$ cat config.mk
export PLATFORM = sky130hd
export DESIGN_NAME = fir_ctrl_flat
export DESIGN_NICKNAME = d
export VERILOG_FILES = /design/src/rtl/fir_ctrl_if.sv /design/src/rtl/fir_ctrl.sv /design/src/flat_wrapper.sv
export SDC_FILE = /design/constraint.sdc
export NUM_CORES = 2
export LEC_CHECK = 0
export CAP_MARGIN = 10
export CORE_ASPECT_RATIO = 0.5
export CORE_MARGIN = 2
export CORE_UTILIZATION = 55
export CTS_CLUSTER_SIZE = 14
export DETAILED_ROUTE_END_ITERATION = 6
export PLACE_DENSITY = 0.78
export SYNTH_ARGS = -nofsm -noshare
export SYNTH_HDL_FRONTEND = slang
export SYNTH_SLANG_ARGS = --single-unit
$ cat constraint.sdc
create_clock -name clk -period 19.35 [get_ports clk]
set_clock_uncertainty 0.05 [all_clocks]
set_input_delay 3.87 -clock clk [delete_from_list [all_inputs] [get_ports clk]]
set_output_delay 3.87 -clock clk [all_outputs]
set_load 0.03 [all_outputs]
$ cat src/rtl/fir_ctrl_if.sv
// rtl/fir_ctrl_if.sv - sample-in / result-out stream bundle for the FIR sequencer
//
// Signals:
//   strm_data, strm_valid  sample offered by the input stage (one-cycle valid)
//   fir_ready              sequencer can take a sample
//   sm_tvalid, sm_tdata,
//   sm_tlast, sm_tready    result stream towards the output
// master = sequencer side, slave = surrounding stream stages.
interface fir_ctrl_if #(
    parameter int DW = 32
);
    logic [DW-1:0] strm_data;
    logic          strm_valid;
    logic          fir_ready;
    logic          sm_tvalid;
    logic [DW-1:0] sm_tdata;
    logic          sm_tlast;
    logic          sm_tready;

    modport master (
        input  strm_data, strm_valid, sm_tready,
        output fir_ready, sm_tvalid, sm_tdata, sm_tlast
    );

    modport slave (
        output strm_data, strm_valid, sm_tready,
        input  fir_ready, sm_tvalid, sm_tdata, sm_tlast
    );
endinterface

$ cat src/rtl/fir_ctrl.sv
// rtl/fir_ctrl.sv - FIR engine sequencer (start/idle/done, data clear, MAC walk, result output)
//
// Ports:
//   clk, rst_n               clock, synchronous active-low reset
//   cfg_start, cfg_data_length  run request and samples per run
//   ap_start/ap_idle/ap_done run protocol towards input stage / config block
//   outfinish                low while a result waits in the output register
//   strm (fir_ctrl_if)       sample input and result output streams
//   tap_*                    tap RAM port (byte address, 1-cycle read latency)
//   data_*                   data RAM port (byte address, 1-cycle read latency)
module fir_ctrl #(
    parameter int pADDR_WIDTH = 12,
    parameter int pDATA_WIDTH = 32,
    parameter int Tape_Num    = 11
) (
    input  logic                   clk,
    input  logic                   rst_n,
    input  logic                   cfg_start,
    input  logic [31:0]            cfg_data_length,
    output logic                   ap_start,
    output logic                   ap_idle,
    output logic                   ap_done,
    output logic                   outfinish,
    fir_ctrl_if.master             strm,
    output logic                   tap_EN,
    output logic [pADDR_WIDTH-1:0] tap_A,
    input  logic [pDATA_WIDTH-1:0] tap_Do,
    output logic                   data_EN,
    output logic [3:0]             data_WE,
    output logic [pADDR_WIDTH-1:0] data_A,
    output logic [pDATA_WIDTH-1:0] data_Di,
    input  logic [pDATA_WIDTH-1:0] data_Do
);
    localparam int IW = $clog2(Tape_Num + 1);
    localparam logic [IW-1:0] LAST = IW'(Tape_Num - 1);
    localparam logic [IW-1:0] TAPS = IW'(Tape_Num);

    typedef enum logic [2:0] {
        S_IDLE,
        S_CLEAR,
        S_WAIT_IN,
        S_MAC,
        S_OUT
    } state_t;

    state_t                 state, state_nx;
    logic [IW-1:0]          idx;      // clear index in CLEAR, tap index j in MAC
    logic [IW-1:0]          ptr;      // slot of the newest sample
    logic [31:0]            len;
    logic [31:0]            count;
    logic [pDATA_WIDTH-1:0] acc;
    logic [pDATA_WIDTH-1:0] result;
    logic                   done_q;

    logic [IW-1:0]          rd_idx;
    logic [pDATA_WIDTH-1:0] prod;
    logic [pDATA_WIDTH-1:0] acc_sum;
    logic                   last_result;

    function automatic logic [pADDR_WIDTH-1:0] word_addr(input logic [IW-1:0] i);
        return pADDR_WIDTH'(i) << 2;
    endfunction

    // Slot of sample x[n-j]; arithmetic wraps mod 2^IW, which is exact
    // because the true result always lies in 0..Tape_Num-1.
    assign rd_idx      = (ptr >= idx) ? (ptr - idx) : (ptr + TAPS - idx);
    // Low bits of a product are identical for signed and unsigned operands.
    assign prod        = $signed(tap_Do) * $signed(data_Do);
    assign acc_sum     = acc + prod;
    assign last_result = (count == len);

    assign ap_idle        = (state == S_IDLE);
    assign ap_done        = done_q;
    assign outfinish      = (state != S_OUT);
    assign strm.sm_tvalid = (state == S_OUT);
    assign strm.sm_tlast  = (state == S_OUT) && last_result;
    assign strm.sm_tdata  = result;

    always_comb begin
        state_nx       = state;
        ap_start       = 1'b0;
        strm.fir_ready = 1'b0;
        tap_EN         = 1'b0;
        tap_A          = '0;
        data_EN        = 1'b0;
        data_WE        = 4'h0;
        data_A         = '0;
        data_Di        = '0;
        case (state)
            S_IDLE: begin
                if (cfg_start && (cfg_data_length != 32'd0)) begin
                    state_nx = S_CLEAR;
                end
            end
            S_CLEAR: begin
                data_EN = 1'b1;
                data_WE = 4'hF;
                data_A  = word_addr(idx);
                if (idx == LAST) begin
                    ap_start = 1'b1;
                    state_nx = S_WAIT_IN;
                end
            end
            S_WAIT_IN: begin
                strm.fir_ready = !strm.strm_valid;
                if (strm.strm_valid) begin
                    data_EN  = 1'b1;
                    data_WE  = 4'hF;
                    data_A   = word_addr(ptr);
                    data_Di  = strm.strm_data;
                    state_nx = S_MAC;
                end
            end
            S_MAC: begin
                // Reads are issued for j<Tape_Num; the product of read j
                // arrives one cycle later, so the walk takes one extra cycle.
                if (idx != TAPS) begin
                    tap_EN  = 1'b1;
                    tap_A   = word_addr(idx);
                    data_EN = 1'b1;
                    data_A  = word_addr(rd_idx);
                end else begin
                    state_nx = S_OUT;
                end
            end
            S_OUT: begin
                if (strm.sm_tready) begin
                    state_nx = last_result ? S_IDLE : S_WAIT_IN;
                end
            end
            default: state_nx = S_IDLE;
        endcase
    end

    always_ff @(posedge clk) begin
        if (!rst_n) begin
            state  <= S_IDLE;
            idx    <= '0;
            ptr    <= '0;
            len    <= '0;
            count  <= '0;
            acc    <= '0;
            result <= '0;
            done_q <= 1'b0;
        end else begin
            state <= state_nx;
            case (state)
                S_IDLE: begin
                    if (cfg_start && (cfg_data_length != 32'd0)) begin
                        len    <= cfg_data_length;
                        done_q <= 1'b0;
                        idx    <= '0;
                        ptr    <= '0;
                        count  <= '0;
                    end
                end
                S_CLEAR: begin
                    idx <= (idx == LAST) ? '0 : idx + IW'(1);
                end
                S_WAIT_IN: begin
                    if (strm.strm_valid) begin
                        acc <= '0;
                        idx <= '0;
                    end
                end
                S_MAC: begin
                    if (idx != TAPS) begin
                        idx <= idx + IW'(1);
                        if (idx != '0) begin
                            acc <= acc_sum;
                        end
                    end else begin
                        acc    <= acc_sum;
                        result <= acc_sum;
                        ptr    <= (ptr == LAST) ? '0 : ptr + IW'(1);
                        count  <= count + 32'd1;
                    end
                end
                S_OUT: begin
                    if (strm.sm_tready && last_result) begin
                        done_q <= 1'b1;
                    end
                end
                default: ;
            endcase
        end
    end
endmodule

$ cat src/flat_wrapper.sv
// flat-port wrapper written by rule: the top's interface ports become plain ports
module fir_ctrl_flat 
#(
    parameter int pADDR_WIDTH = 12,
    parameter int pDATA_WIDTH = 32,
    parameter int Tape_Num    = 11
)
  (clk, rst_n, cfg_start, cfg_data_length, ap_start, ap_idle, ap_done, outfinish, tap_EN, tap_A, tap_Do, data_EN, data_WE, data_A, data_Di, data_Do, strm_strm_data, strm_strm_valid, strm_sm_tready, strm_fir_ready, strm_sm_tvalid, strm_sm_tdata, strm_sm_tlast);
  fir_ctrl_if #(.DW((32))) strm_i ();
  input  logic clk;
  input  logic rst_n;
  input  logic cfg_start;
  input  logic [31:0] cfg_data_length;
  output logic ap_start;
  output logic ap_idle;
  output logic ap_done;
  output logic outfinish;
  output logic tap_EN;
  output logic [pADDR_WIDTH-1:0] tap_A;
  input  logic [pDATA_WIDTH-1:0] tap_Do;
  output logic data_EN;
  output logic [3:0] data_WE;
  output logic [pADDR_WIDTH-1:0] data_A;
  output logic [pDATA_WIDTH-1:0] data_Di;
  input  logic [pDATA_WIDTH-1:0] data_Do;
  input wire logic [$bits(strm_i.strm_data)-1:0] strm_strm_data;
  input wire logic [$bits(strm_i.strm_valid)-1:0] strm_strm_valid;
  input wire logic [$bits(strm_i.sm_tready)-1:0] strm_sm_tready;
  output wire logic [$bits(strm_i.fir_ready)-1:0] strm_fir_ready;
  output wire logic [$bits(strm_i.sm_tvalid)-1:0] strm_sm_tvalid;
  output wire logic [$bits(strm_i.sm_tdata)-1:0] strm_sm_tdata;
  output wire logic [$bits(strm_i.sm_tlast)-1:0] strm_sm_tlast;
  assign strm_i.strm_data = strm_strm_data;
  assign strm_i.strm_valid = strm_strm_valid;
  assign strm_i.sm_tready = strm_sm_tready;
  assign strm_fir_ready = strm_i.fir_ready;
  assign strm_sm_tvalid = strm_i.sm_tvalid;
  assign strm_sm_tdata = strm_i.sm_tdata;
  assign strm_sm_tlast = strm_i.sm_tlast;
  fir_ctrl #(.pADDR_WIDTH(pADDR_WIDTH), .pDATA_WIDTH(pDATA_WIDTH), .Tape_Num(Tape_Num)) u_core (.clk(clk), .rst_n(rst_n), .cfg_start(cfg_start), .cfg_data_length(cfg_data_length), .ap_start(ap_start), .ap_idle(ap_idle), .ap_done(ap_done), .outfinish(outfinish), .strm(strm_i), .tap_EN(tap_EN), .tap_A(tap_A), .tap_Do(tap_Do), .data_EN(data_EN), .data_WE(data_WE), .data_A(data_A), .data_Di(data_Di), .data_Do(data_Do));
endmodule
## Yosys cells after proc, flatten, opt, wreduce, memory -nomap -nowiden

Cells that the tools add are included.

- Logic and storage cells: 95
- Output and inout bits: 101
- Bits in registers: 140
- Input port bits: 133

- Multiply operators: 1
- Reductions and logical operators: 18
- Bitwise operators: 1
- Add/sub/neg operators: 7
- $lt $le $gt $ge: 1
- Equality and inequality tests: 17
- Mux-type cells: 42

Operator list:

| cell | count |
|---|---|
| $mux W32 | 7 |
| $pmux W32 S2 | 2 |
| $pmux W12 S3 | 1 |
| $add A32 B1 Y32 const B | 1 |
| $add A32 B32 Y32 | 1 |
| $eq A32 B32 Y1 | 1 |
| $mul A32 B32 Y32 | 1 |
| $mux W4 | 8 |
| $reduce_bool A32 Y1 | 1 |
| $mux W6 | 3 |
| $pmux W4 S2 | 2 |
| $pmux W4 S4 | 1 |
| $mux W3 | 5 |
| $pmux W3 S5 | 1 |
| $mux W12 | 1 |
| $reduce_and A3 Y1 | 3 |
| $add A4 B1 Y4 const B | 2 |
| $eq A4 B4 Y1 const B | 2 |
| $mux W1 | 8 |
| $ne A2 B1 Y1 const B | 4 |
| $reduce_bool A4 Y1 | 2 |
| $sub A4 B4 Y4 | 2 |
| $eq A3 B2 Y1 const B | 2 |
| $ne A2 B2 Y1 const B | 3 |
| 17 further kinds | 23 |

## Depth between registers and ports, before layout

- Depth after elaboration: 5
- Depth in mapped cells: 28
- Depth with buffers taken out: 26

## Least setup slack after synthesis

No wires, ideal clock.

- Kind: input -> register
- From: input port data_Do[4]
- To: register u_core.acc[29]
- Arrival: 10.261 ns
- Required time: 19.162 ns
- Setup time: 0.138 ns
- Setup slack: 8.902 ns
- Stages: 24
- Path buffers: 2
- Cell sequence: clkbuf_1 clkbuf_1 and2_1 fa_1 fa_1 inv_1 fa_1 fa_1 inv_1 fa_1 fa_1 fa_1 inv_1 fa_1 inv_1 ha_1 a21oi_1 o21ai_0 and2_1 a221oi_1 o311ai_2 a31o_1 a21oi_2 o221ai_1

- Longest elaborated chain between the ends: 5

Ends and longest elaborated chain:

| what | line | source |
|---|---|---|
| start, declared | flat_wrapper.sv:25 | `input logic [pDATA_WIDTH-1:0] data_Do;` |
| $mul A32 B32 Y32 * | fir_ctrl.sv:68 | `assign prod = $signed(tap_Do) * $signed(data_Do);` |
| $add A32 B32 Y32 * | fir_ctrl.sv:69 | `assign acc_sum = acc + prod;` |
| $mux W32 | fir_ctrl.sv:169 | `if (idx != '0) begin` |
| $mux W32 * | fir_ctrl.sv:167 | `if (idx != TAPS) begin` |
| $pmux W32 S2 * | fir_ctrl.sv:147 | `case (state)` |
| end signal, assigned | fir_ctrl.sv:170 | `acc <= acc_sum;` |
| end signal, assigned | fir_ctrl.sv:173 | `acc <= acc_sum;` |
| end, declared | fir_ctrl.sv:51 | `logic [pDATA_WIDTH-1:0] acc;` |

Mark *: on every way between the ends. The rest lies on a longest branch, timed or not. The select of a mux whose other input is x is not followed.
A chain may end at the register's enable or synchronous reset.

## Worst setup path in the final report

- From: input port data_Do[7]
- To: register u_core.result[29] (netlist: u_core.strm.sm_tdata[29])

- Longest elaborated chain between the ends: 2

Ends and longest elaborated chain:

| what | line | source |
|---|---|---|
| $mul A32 B32 Y32 | fir_ctrl.sv:68 |  |
| $add A32 B32 Y32 | fir_ctrl.sv:69 |  |
| end signal, assigned | fir_ctrl.sv:174 | `result <= acc_sum;` |
| end, declared | fir_ctrl.sv:52 | `logic [pDATA_WIDTH-1:0] result;` |

No other way between the ends.

==> metrics.txt <==
Syn-to-layout area delta=13.1%; Syn Inst Count=2691; largest net degree at the start of global routing=82; required time worst endpoint=19.66 ns; nets@finish=3559; endpoints failing hold=0; CTS Root Cell=clkbuf_16; CP Class=in2reg; initial antenna violation count=0; clk slew on worst S/H paths=0.06 ns; global-route wire length before repair=101000 um; H-tree depth=4; ys async rst share=0; worst-skew pair later-pin latency=0.44 ns; Routed Antenna Nets=0; yosys warns=0; CTS sink cnt=140; vias per cell=5.30; hold_ws=0.415 ns; I/O pin count=234; DRC errors left=0; final setup violation count=0; Seq cells post-synth=140; Syn Area/Cell=8.88 um2; status=finished clean; First-pass DRT Iterations=6; post-synthesis sequential area ratio=0.117; Global Route Usage Sum=0.285; Max clock buf depth=2; initial core utilization=0.563; gr ovfl total=0; synthesized area=23900 um2; Setup TNS Final=0 ns; die span in x=299 um; Inst Count DP=3379; Num CTS Buffers=17; Slew Viols, Final=0; CTS tree=yes; Max Clock Freq=87.2 MHz; RSZ-0062 raised after global routing=no; MaxCap Viol Count=0; Die Area=45200 um2; Main synth FF type=dfxtp_1; IO Port Bufs=217; CORE AREA=42400 um2; DRT iter0 DRCs=1231; Hold-fix buffers, CTS=0; routed wire length=61600 um; post-route non-filler standard cell count=3412; critical path launch point type=input port; Crit Path Max Fanout=25; Worst R2R Setup Slack=12.42 ns; Post-CTS Setup Bufs=0; Slew headroom=0.169; layout cells sized above 1=0.0293; routed vias=18078; Worst Hold Class=reg2reg; Setup crit end kind=flop; dpl hpwl=48400 um; GPL Wtd Cong=0.906; FP Rows=53; Critical Path AT=11.77 ns; die height=151 um; fin crit share=0.593; Slew @ Worst Pin=1.24 ns; vias in the first global route=19029; synth unique cells=68; drt wl/cell=18.1 um; Post-synth EDFFs=0; Period minus WS final=11.47 ns; CTS resizes=0
==> worst max-delay path: stages <==
cell,delay (ns)
clkdlybuf4s50_1,1.30
and2_1,0.27
fa_1,0.44
fa_1,0.51
fa_1,0.53
inv_1,0.07
fa_1,0.48
fa_1,0.51
fa_1,0.55
inv_1,0.06
fa_1,0.49
inv_1,0.05
fa_1,0.47
inv_1,0.04
ha_1,0.35
a21oi_1,0.17
o21ai_0,0.09
and2_1,0.18
a221oi_1,0.43
o311ai_2,0.22
a31o_1,0.26
a21oi_2,0.20
nand4_1,0.12
o221ai_1,0.11
==> kinds of logic (layout without fill, tap and decap cells) <==
family,Yosys count,after routing,synth area share
adder cells (fa/ha/maj),605,605,0.455
XOR/XNOR,154,154,0.0564
flip-flops,140,140,0.117
buffers and inverters,683,811,0.111
AND/OR/NAND/NOR,909,909,0.197
multiplexers,34,34,0.0142
other,1,17,0.000157
AO/OA/AOI/OAI,165,165,0.0487
==> flip-flops by register name, indices dropped and copies added, names as in the netlist <==
register	count
u_core.count	32
u_core.idx	4
u_core.len	32
u_core.strm.sm_tdata	32
u_core.acc	32
u_core.ptr	4
u_core.ap_done	1
u_core.state	3
==> stage by stage <==
| stage | worst slack (ns) | cell area (um2) | util |
|---|---|---|---|
| finish | 7.88 | 27000 | 0.637 |
| global route | 7.63 | 27000 | 0.637 |
| CTS | 7.98 | 27000 | 0.637 |
| detailed placement | 7.55 | 26400 | 0.623 |
| global placement | 7.75 | 26400 | 0.623 |
| floorplan | 8.90 | 24000 | - |
==> routing by layer <==
| metal | track usage | up-vias | wire length, um |
|---|---|---|---|
| li1 | - | 8244 | - |
| met1 | 0.381 | 9066 | 26300 |
| met2 | 0.480 | 676 | 29000 |
| met3 | 0.0522 | 92 | 5110 |
| met4 | 0.0778 | 0 | 1260 |
| met5 | 0 | - | 0 |
==> cells in the mapped netlist (all sizes together), types with 5 or more instances <==
library cell,number,area (um2)
inv,536,2010
fa,441,8830
and2,344,2150
nand2,335,1260
ha,164,2050
dfxtp,140,2800
clkbuf,115,432
xnor2,108,946
nor2,62,238
nor2b,61,384
xor2,46,403
a21boi,41,308
nand3,36,198
mux2i,34,340
buf,32,209
o21ai,32,160
a21oi,25,133
a22oi,21,158
nand4,14,87.6
and3,11,75.1
a21o,10,75.1
nor3,10,66.3
nor4,10,62.6
a31oi,9,71.3
nand2b,8,50.1
nor3b,5,37.5
==> cells in the final DEF (no fill, tap or decap), types with 34 or more instances in the layout <==
| master | instances |
|---|---|
| nand3_1 | 34 |
| ha_1 | 164 |
| clkdlybuf4s50_1 | 216 |
| mux2i_1 | 34 |
| xnor2_1 | 108 |
| nor2_1 | 59 |
| nand2_1 | 335 |
| nor2b_1 | 60 |
| and2_1 | 344 |
| inv_1 | 536 |
| dfxtp_1 | 140 |
| a21boi_0 | 39 |
| fa_1 | 441 |
| xor2_1 | 46 |
==> final timing paths <==
kind                                   startpoint                               endpoint  cells past startpoint
max                                    data_Do[7]  u_core.strm.sm_tdata[29]$_SDFFE_PN0P_                     24
min          u_core.strm.sm_tdata[1]$_SDFFE_PN0P_   u_core.strm.sm_tdata[1]$_SDFFE_PN0P_                      2
max reg2reg           u_core.acc[18]$_SDFFE_PN0P_  u_core.strm.sm_tdata[29]$_SDFFE_PN0P_                     22
min reg2reg  u_core.strm.sm_tdata[1]$_SDFFE_PN0P_   u_core.strm.sm_tdata[1]$_SDFFE_PN0P_                      2
==> area by class of cell <==
type / instances / area [um2]
flip-flops and latches: 140 / 2800
fillers: 3515 / 15400
clock inverters: 14 / 184
clock buffers: 18 / 429
multi-input cells: 1883 / 18500
repair buffers: 243 / 2360
diodes: 1 / 2.50
inverters: 536 / 2010
well taps: 577 / 722
Power is left out: the tool's default activity adds up to more than one toggle a clock period on the data nets, which glitch-free logic cannot reach.
